[src/rtl/norm_pp.sv]
// norm_pp: normalizer at the output end of the MAC alignment/accumulation
// datapath. It takes a two's-complement aligned sum together with the
// exponent it was aligned to and produces a sign/magnitude result: the
// leading one becomes the hidden bit, the fraction is left-justified and
// the exponent is re-derived. Zero, underflow (flush to zero) and overflow
// (saturate) are flagged.
//
// Pipeline: S1 magnitude, S2 leading-one detect + exponent, S3 shift/pack
// into the output registers. Latency is 3 cycles absent stalls.
//
// Optional feature: define NORM_RNE_EN to round to nearest-even in S3.
// Without it the bits below the fraction are truncated.
//
// Ports:
//   i_clk      clock, rising edge
//   i_rst      synchronous active-high reset
//   i_sum      accumulated aligned sum, two's complement [SUM_W]
//   i_max_exp  exponent the sum was aligned to [EXP_W]
//   i_valid    input beat valid
//   o_ready    pipeline can accept a beat this cycle
//   o_valid    output beat valid
//   i_ready    downstream accepts the output beat
//   o_sign     result sign
//   o_exp      normalized exponent [EXP_W]
//   o_frac     fraction bits below the leading one [FRAC_W]
//   o_zero     result is zero (true zero or flushed)
//   o_ovf      exponent overflow, result saturated
//   o_unf      exponent underflow, result flushed to zero
//
// Handshake: a beat enters when i_valid & o_ready and leaves when
// o_valid & i_ready. The whole pipe advances together (adv) whenever the
// output register is empty or being drained; otherwise every stage holds,
// so o_valid and the output data stay stable until i_ready.
module norm_pp #(
  parameter int SUM_W  = 18,
  parameter int LD_POS = 13,
  parameter int EXP_W  = 6,
  parameter int FRAC_W = 3
) (
  input  logic              i_clk,
  input  logic              i_rst,
  input  logic [SUM_W-1:0]  i_sum,
  input  logic [EXP_W-1:0]  i_max_exp,
  input  logic              i_valid,
  output logic              o_ready,
  output logic              o_valid,
  input  logic              i_ready,
  output logic              o_sign,
  output logic [EXP_W-1:0]  o_exp,
  output logic [FRAC_W-1:0] o_frac,
  output logic              o_zero,
  output logic              o_ovf,
  output logic              o_unf
);

  localparam int PW = $clog2(SUM_W);
  // Exponent arithmetic width: two extra bits hold a sign and a carry so
  // both underflow and overflow are visible.
  localparam int EW = EXP_W + 2;
  localparam logic [EW-1:0] MAX_E = EW'((1 << EXP_W) - 1);

  logic adv;

  // S1 registers
  logic             v1_q, v1_d;
  logic             sign1_q, sign1_d;
  logic [SUM_W-1:0] mag1_q, mag1_d;
  logic [EXP_W-1:0] mexp1_q, mexp1_d;

  // S2 registers
  logic             v2_q, v2_d;
  logic             sign2_q, sign2_d;
  logic             zero2_q, zero2_d;
  logic [SUM_W-1:0] mag2_q, mag2_d;
  logic [PW-1:0]    p2_q, p2_d;
  logic [EW-1:0]    e2_q, e2_d;

  // S3 / output registers
  logic              v3_q, v3_d;
  logic              sign3_q, sign3_d;
  logic [EXP_W-1:0]  exp3_q, exp3_d;
  logic [FRAC_W-1:0] frac3_q, frac3_d;
  logic              zero3_q, zero3_d;
  logic              ovf3_q, ovf3_d;
  logic              unf3_q, unf3_d;

  // S3 working signals
  logic [PW-1:0]     sh;
  logic [FRAC_W-1:0] frac_t;
  logic [EW-1:0]     e_t;
`ifdef NORM_RNE_EN
  logic [SUM_W-2:0]  mant_lo;
  logic [FRAC_W:0]   frac_inc;
  logic              guard;
  logic              sticky;
`endif

  assign adv     = !v3_q | i_ready;
  assign o_ready = adv;

  // S1: magnitude. Held in SUM_W unsigned bits so the most-negative sum
  // negates to 2^(SUM_W-1) without wrapping.
  always_comb begin
    v1_d    = i_valid;
    sign1_d = i_sum[SUM_W-1];
    mag1_d  = i_sum[SUM_W-1] ? (~i_sum + SUM_W'(1)) : i_sum;
    mexp1_d = i_max_exp;
  end

  // S2: leading-one detect. Ascending scan so the highest set bit wins.
  always_comb begin
    v2_d    = v1_q;
    sign2_d = sign1_q;
    mag2_d  = mag1_q;
    zero2_d = (mag1_q == '0);
    p2_d    = '0;
    for (int i = 0; i < SUM_W; i++) begin
      if (mag1_q[i]) p2_d = PW'(i);
    end
    // Modular arithmetic gives the correct two's-complement result in EW bits.
    e2_d = EW'(mexp1_q) + EW'(p2_d) - EW'(LD_POS);
  end

  // S3: left-justify, optional rounding, special cases.
  always_comb begin
    v3_d    = v2_q;
    sign3_d = sign2_q;
    exp3_d  = '0;
    frac3_d = '0;
    zero3_d = 1'b0;
    ovf3_d  = 1'b0;
    unf3_d  = 1'b0;
    sh      = PW'(SUM_W - 1) - p2_q;
    e_t     = e2_q;
`ifdef NORM_RNE_EN
    // Hidden bit dropped; the rest feeds fraction, guard and sticky.
    mant_lo  = (SUM_W-1)'(mag2_q << sh);
    frac_t   = mant_lo[SUM_W-2 -: FRAC_W];
    guard    = mant_lo[SUM_W-2-FRAC_W];
    sticky   = |mant_lo[SUM_W-3-FRAC_W:0];
    frac_inc = {1'b0, frac_t} + (FRAC_W+1)'(1);
    if (guard & (sticky | frac_t[0])) begin
      frac_t = frac_inc[FRAC_W-1:0];
      // 1.111 rounding to 10.000: fraction wraps to 0, exponent steps up.
      if (frac_inc[FRAC_W]) e_t = e2_q + EW'(1);
    end
`else
    frac_t = FRAC_W'((mag2_q << sh) >> (SUM_W - 1 - FRAC_W));
`endif
    if (zero2_q) begin
      sign3_d = 1'b0;
      zero3_d = 1'b1;
    end else if (e_t[EW-1]) begin
      unf3_d  = 1'b1;
      zero3_d = 1'b1;
    end else if (e_t > MAX_E) begin
      ovf3_d  = 1'b1;
      exp3_d  = '1;
      frac3_d = '1;
    end else begin
      exp3_d  = e_t[EXP_W-1:0];
      frac3_d = frac_t;
    end
  end

  always_ff @(posedge i_clk) begin
    if (i_rst) begin
      v1_q    <= 1'b0;
      sign1_q <= 1'b0;
      mag1_q  <= '0;
      mexp1_q <= '0;
      v2_q    <= 1'b0;
      sign2_q <= 1'b0;
      zero2_q <= 1'b0;
      mag2_q  <= '0;
      p2_q    <= '0;
      e2_q    <= '0;
      v3_q    <= 1'b0;
      sign3_q <= 1'b0;
      exp3_q  <= '0;
      frac3_q <= '0;
      zero3_q <= 1'b0;
      ovf3_q  <= 1'b0;
      unf3_q  <= 1'b0;
    end else if (adv) begin
      v1_q    <= v1_d;
      sign1_q <= sign1_d;
      mag1_q  <= mag1_d;
      mexp1_q <= mexp1_d;
      v2_q    <= v2_d;
      sign2_q <= sign2_d;
      zero2_q <= zero2_d;
      mag2_q  <= mag2_d;
      p2_q    <= p2_d;
      e2_q    <= e2_d;
      v3_q    <= v3_d;
      sign3_q <= sign3_d;
      exp3_q  <= exp3_d;
      frac3_q <= frac3_d;
      zero3_q <= zero3_d;
      ovf3_q  <= ovf3_d;
      unf3_q  <= unf3_d;
    end
  end

  assign o_valid = v3_q;
  assign o_sign  = sign3_q;
  assign o_exp   = exp3_q;
  assign o_frac  = frac3_q;
  assign o_zero  = zero3_q;
  assign o_ovf   = ovf3_q;
  assign o_unf   = unf3_q;

endmodule
[config.mk]
export PLATFORM = sky130hd
export DESIGN_NAME = norm_pp
export DESIGN_NICKNAME = d
export VERILOG_FILES = /design/src/rtl/norm_pp.sv
export SDC_FILE = /design/constraint.sdc
export NUM_CORES = 1
export LEC_CHECK = 0
export ABC_AREA = 1
export CAP_MARGIN = 20
export CORE_UTILIZATION = 40
export CTS_BUF_LIST = sky130_fd_sc_hd__clkbuf_16
export CTS_CLUSTER_DIAMETER = 100
export CTS_CLUSTER_SIZE = 10
export DETAILED_ROUTE_END_ITERATION = 8
export GPL_ROUTABILITY_DRIVEN = 0
export PLACE_DENSITY = 0.59
export SYNTH_ARGS = -nofsm -noshare
export SYNTH_HDL_FRONTEND = slang
export SYNTH_SLANG_ARGS = --single-unit
[constraint.sdc]
create_clock -name i_clk -period 3.75 [get_ports i_clk]
set_input_delay 0.9375 -clock i_clk [delete_from_list [all_inputs] [get_ports i_clk]]
set_output_delay 0.9375 -clock i_clk [all_outputs]
set_load 0.02 [all_outputs]
---- Yosys cells after proc, flatten, opt, wreduce, memory -nomap -nowiden ----
Index checks and enable logic that the tools add are counted.
storage, ports and cells
  flip-flop bits (word level) ............. 74
  bits of input ports ..................... 28
  output and inout port bits .............. 15
  logic and storage cells ................. 58
operators by class
  add/sub/neg operators ................... 4
  $lt $le $gt $ge ......................... 1
  shift operators ......................... 1
  mux-type cells .......................... 31
  bitwise logic cells ..................... 2
  reduce and logical (&&, ||, !) cells .... 2
operators by type and width
  operator               number
  $mux 5                 16
  $add 18x1->18 const B  1
  $logic_not 18->1       1
  $mux 18                1
  $mux 6                 3
  $not 18->18            1
  $shl 18x5->17          1
  $mux 3                 3
  $gt 8x6->1 const B     1
  $mux 1                 8
  $sub 7x4->8 const B    1
  $add 6x5->7            1
  $sub 5x5->5 const A    1
  $logic_not 1->1        1
  $or 1x1->1             1

---- Longest topological paths before layout ----
  depth in word-level cells ............... 19
  depth in mapped cells ................... 29
  mapped depth without buffers ............ 29

---- Least setup slack after synthesis ----
Ideal clock, no wire load.
  path type ............................... register -> register
  start ................................... register mag1_q[2]
  end ..................................... register e2_q[5]
  setup time .............................. 0.114 ns
  arrival ................................. 2.401 ns
  data required time ...................... 3.636 ns
  slack ................................... 1.235 ns
  cell stages (with the launch flop) ...... 26
  buffers on the path ..................... 0
  period minus slack after synthesis ...... 2.515 ns
  path through ............................ dfxtp_1 -> inv_1 -> nand2_1 -> nand2_1 -> nand2_1 -> nand2_1 -> nand2_1 -> nand2_1 -> nand2_1 -> nand2_1 -> nand2_1 -> nand2_1 -> nand2_1 -> nand2_1 -> nand2_1 -> nand2_1 -> a21oi_1 -> ha_1 -> inv_1 -> ha_1 -> inv_1 -> fa_1 -> o31ai_1 -> xor2_1 -> o21bai_1 -> inv_1
on the way
  word-level cells in the longest chain between the ends .. 18
RTL lines
  what                      RTL line  source
  start: declaration        67        logic [SUM_W-1:0] mag1_q, mag1_d;
  start signal: assignment  188       mag1_q <= mag1_d;
  $mux 5 (16 in a row)      118       if (mag1_q[i]) p2_d = PW'(i);
  $add 6x5->7               121       e2_d = EW'(mexp1_q) + EW'(p2_d) - EW'(LD_POS);
  $sub 7x4->8               121
  end signal: assignment    177       e2_q <= '0;
  end signal: assignment    195       e2_q <= e2_d;
  end: declaration          76        logic [EW-1:0] e2_q, e2_d;
No other way between the ends.
A chain may end at the register's enable or synchronous reset.

---- Worst setup path after layout ----
  start ................................... input i_ready
  end ..................................... output o_ready
on the way
  word-level cells in the longest chain between the ends .. 1
RTL lines
  what                RTL line  source
  start: declaration  47        input logic i_ready,
  $or 1x1->1          98        assign adv = !v3_q | i_ready;
  end: declaration    45        output logic o_ready,
No other way between the ends.

==> impl_metrics.csv <==
group,metric,value,unit
outcome,status,"completed",
pwr,power.switching,0.7092,mW
critical_path,cp.arrival,2.16,ns
yosys,synth.top_cell.area_share,38.18,%
pwr,p_leak,2.036,nW
yosys,ys_seq_area_share,38.18,%
detailed_routing,drc,0,
floorplan,initial_core_util,41.42,%
layout,drive_gt1_share,6.218,%
critical_path,worstReg2RegStart,"mag1_q[1]$_SDFFE_PP0P_",
cts,path_clk_slew,0.06,ns
pwr,netSwitchingFraction,28.84,%
cts,cts_hold_buf,0,
cts,cts_buffers,9,
layout,final_cells,708,
detailed_routing,dr.pass1.iters,4,
placed_design,port_buffers,42,
layout,seq_area,0.001461,sq mm
yosys,syn_area,0.003827,sq mm
critical_path,rrSetupSlack,0.89,ns
placed_design,hpwl,6091,um
timing,slew_violations,0,
cts,clk_latency,0.33,ns
timing,rsz0062_at_grt,"false",
detailed_routing,routed_wl,8693,um
global_routing,grt_max_degree,70,
critical_path,r2r-end,"e2_q[7]$_SDFFE_PP0P_",
critical_path,cp.depth,4,
detailed_routing,viasPerCell,4.911,
critical_path,crit_path_max_fanout,2,
layout,area.growth.synth_to_final,22.13,%
pwr,powerDensity,526.0,mW/mm^2
yosys,syn_inst,546,
layout,final_common_cell,"nand2_1",
timing,worst_slack,0.6540,ns
critical_path,crit_type,"in2out",
min_path,hold_start,"v2_q$_SDFFE_PP0P_",
critical_path,cpPeakStageDelay,0.60,ns
critical_path,path_cells,"clkdlybuf4s50_1, nor2_4, inv_2, clkdlybuf4s50_1",
floorplan,die_x,99.82,um
timing,worst_pin_slew,0.8098,ns
timing,max_freq,323.0,MHz
layout,nFillCells,956,
timing,period_minus_slack,3.096,ns
cts,cts_buffer_depth,2,
layout,mostFrequentLayoutCells,"85 x nand2_1, 76 x inv_1, 75 x o21ai_0",
detailed_routing,routed-via-count,3477,
cts,ctsResizeCount,0,
global_routing,grt_pass1_wl,14520,um
floorplan,dieArea,0.009964,sq mm
timing,fin_skew,0.006297,ns
yosys,synth_largest_area_cell,"dfxtp_1",
timing,finalSetupViolCount,0,
yosys,synth_fp_nets,588,
timing,fin_crit_sh,82.56,%
yosys,avgSynthCellArea,7.010,sq um
floorplan,dieHeight,99.82,um
timing,hold_ws,0.4535,ns
global_routing,track_usage,18.42,%
layout,multi_input_area,0.001944,sq mm
critical_path,endpoint,"o_ready",
cts,cts_setup_buffers,0,
layout,fin_nets,616,
yosys,synth_area_leaders,"dfxtp_1 38%, o21ai_0 9.8%, a21oi_1 8.6%, nand2_1 8.3%, inv_1 7.4%",
min_path,hold_class,"reg2reg",
floorplan,std_cell_rows,35,
critical_path,cp_num_buf_inv,3,
placed_design,pre_cts_ws,0.6451,ns
pwr,p_comb_share,22.2,%
critical_path,crit_path_frequent_cell,"clkdlybuf4s50_1",
flow_run,drv_cap,0,
floorplan,io_pins,43,
yosys,synth.distinct_cells,36,
layout,postLayoutCellArea,0.004674,sq mm
pwr,clock_power_share,39.9,%
placed_design,placed_cell_area,0.004330,sq mm
placed_design,dpl.cell_count,692,
floorplan,core_area,0.009240,sq mm
layout,fin_util,50.59,%
global_routing,grt_pass1_vias,3141,
detailed_routing,ant_nets,0,
global_routing,grt_overflow,0,
cts,numClockSinks,73,
timing,fin_setup_tns,0,ns
critical_path,cp-startpoint,"i_ready",
timing,hold_viol_final,0,
yosys,yosys_register_bits,73,
timing,relSlewSlack,45.94,%
critical_path,cp-start-kind,"primary input",
critical_path,slowest_stage,"clkdlybuf4s50_1",
detailed_routing,drt_iter0_drc,176,
critical_path,end_kind,"output port",
critical_path,crit_family,"buffers and inverters",
critical_path,worstPathRequired,2.81,ns
global_routing,antenna_found_initial,0,
cts,htree_levels,3,
yosys,yosys_warnings,0,
pwr,fin_total_pwr,2.459,mW
critical_path,reg2regPathDepth,24,
pwr,peakVddDrop,0.2375,mV
detailed_routing,wire_per_inst,12.28,um
cts,cts_root_buffer,"clkbuf_16",
pwr,internal_power,1.750,mW
pwr,p_seq_share,37.9,%
layout,n_antenna_cell,0,
cts,cts_tree,"done",
kinds of logic after synthesis:
kind of cell / Yosys count / synth area share [%]
AOI/OAI and AO/OA: 177 / 25.47
xor gates and xnor gates: 12 / 2.746
adders and majority gates: 14 / 4.773
buffers and inverters: 108 / 11.21
DFF: 73 / 38.18
and+or+nand+nor: 162 / 17.62
worst reg2reg max path, stage by stage (launching register included):
cell      delay (ns)
dfxtp_1         0.38
nand2_1         0.07
nand2_1         0.05
nand2_1         0.04
nand2_1         0.05
nand2_1         0.05
nand2_1         0.05
nand2_1         0.04
nand2_1         0.05
nand2_1         0.05
nand2_1         0.05
nand2_1         0.05
nand2_1         0.05
nand2_1         0.04
nand2_1         0.08
a21oi_1         0.07
ha_1            0.17
inv_1           0.05
ha_1            0.15
inv_1           0.05
fa_1            0.40
o31ai_1         0.39
inv_1           0.10
a21oi_1         0.17
a211oi_1        0.06
power groups by stage:
| stage | clock network [mW] | logic [mW] | registers (mW) |
|---|---|---|---|
| after floorplan | 0 | 0.367 | 0.951 |
| after global placement | 0 | 0.538 | 0.946 |
| after detailed placement | 0 | 0.545 | 0.948 |
| after CTS | 0.996 | 0.550 | 0.932 |
| after global routing | 1.03 | 0.623 | 0.945 |
| final | 0.980 | 0.547 | 0.932 |
layout make-up:
| type | count | share of cell area (%) |
|---|---|---|
| multi-input combinational | 365 | 41.60 |
| inverter | 78 | 6.263 |
| clock buffer | 9 | 4.818 |
| timing repair buffer | 47 | 10.06 |
| sequential | 73 | 31.26 |
| tap | 129 | 3.453 |
| clock inverter | 7 | 2.543 |
cell usage after synthesis:
master     instances
buf_2             10
buf_6              1
xnor2_1            4
inv_1             75
xor2_1             8
nor3_1             3
o22ai_1            1
a211oi_1           2
o221ai_2           1
nor2_1            55
nand3_1            8
buf_4              1
o21ai_1            8
dfxtp_1           73
nor2_2             2
a31oi_1            4
a21oi_2            1
nor4_1             3
clkbuf_1          15
ha_1              13
a21oi_1           66
o211ai_2           1
o21ai_2            1
o2111ai_1          1
o21ai_0           75
nor2_4             1
inv_2              3
nor3_4             2
fa_1               1
nand2_1           85
o221ai_1           7
nand2_2            3
buf_1              3
o21bai_1           1
o31ai_1            3
o211ai_1           5
layer usage:
metal,vias up,track usage (%),wire [um]
li1,1853,-,-
met1,1555,25.40,4544
met2,56,28.91,3749
met3,13,2.994,257
met4,0,7.014,141
met5,-,0,0
worst min-delay path by stage:
stage	endpoint	cells after the start	slack, ns
6_report	v2_q$_SDFFE_PP0P_	2	0.45
5_1_grt	v2_q$_SDFFE_PP0P_	2	0.48
4_1_cts	v2_q$_SDFFE_PP0P_	2	0.46
3_5_place_dp	mag2_q[16]$_SDFFE_PP0P_	2	0.45
3_3_place_gp	sign2_q$_SDFFE_PP0P_	2	0.44
2_1_floorplan	sign2_q$_SDFFE_PP0P_	2	0.42
registers in the layout, indices dropped and copies added (netlist names), 3 cells and up:
signal and cells:
o_frac 3, mag2_q 17, p2_q 5, o_exp 6
e2_q 8, mag1_q 18, mexp1_q 6
(Power assumes the default switching activity.)
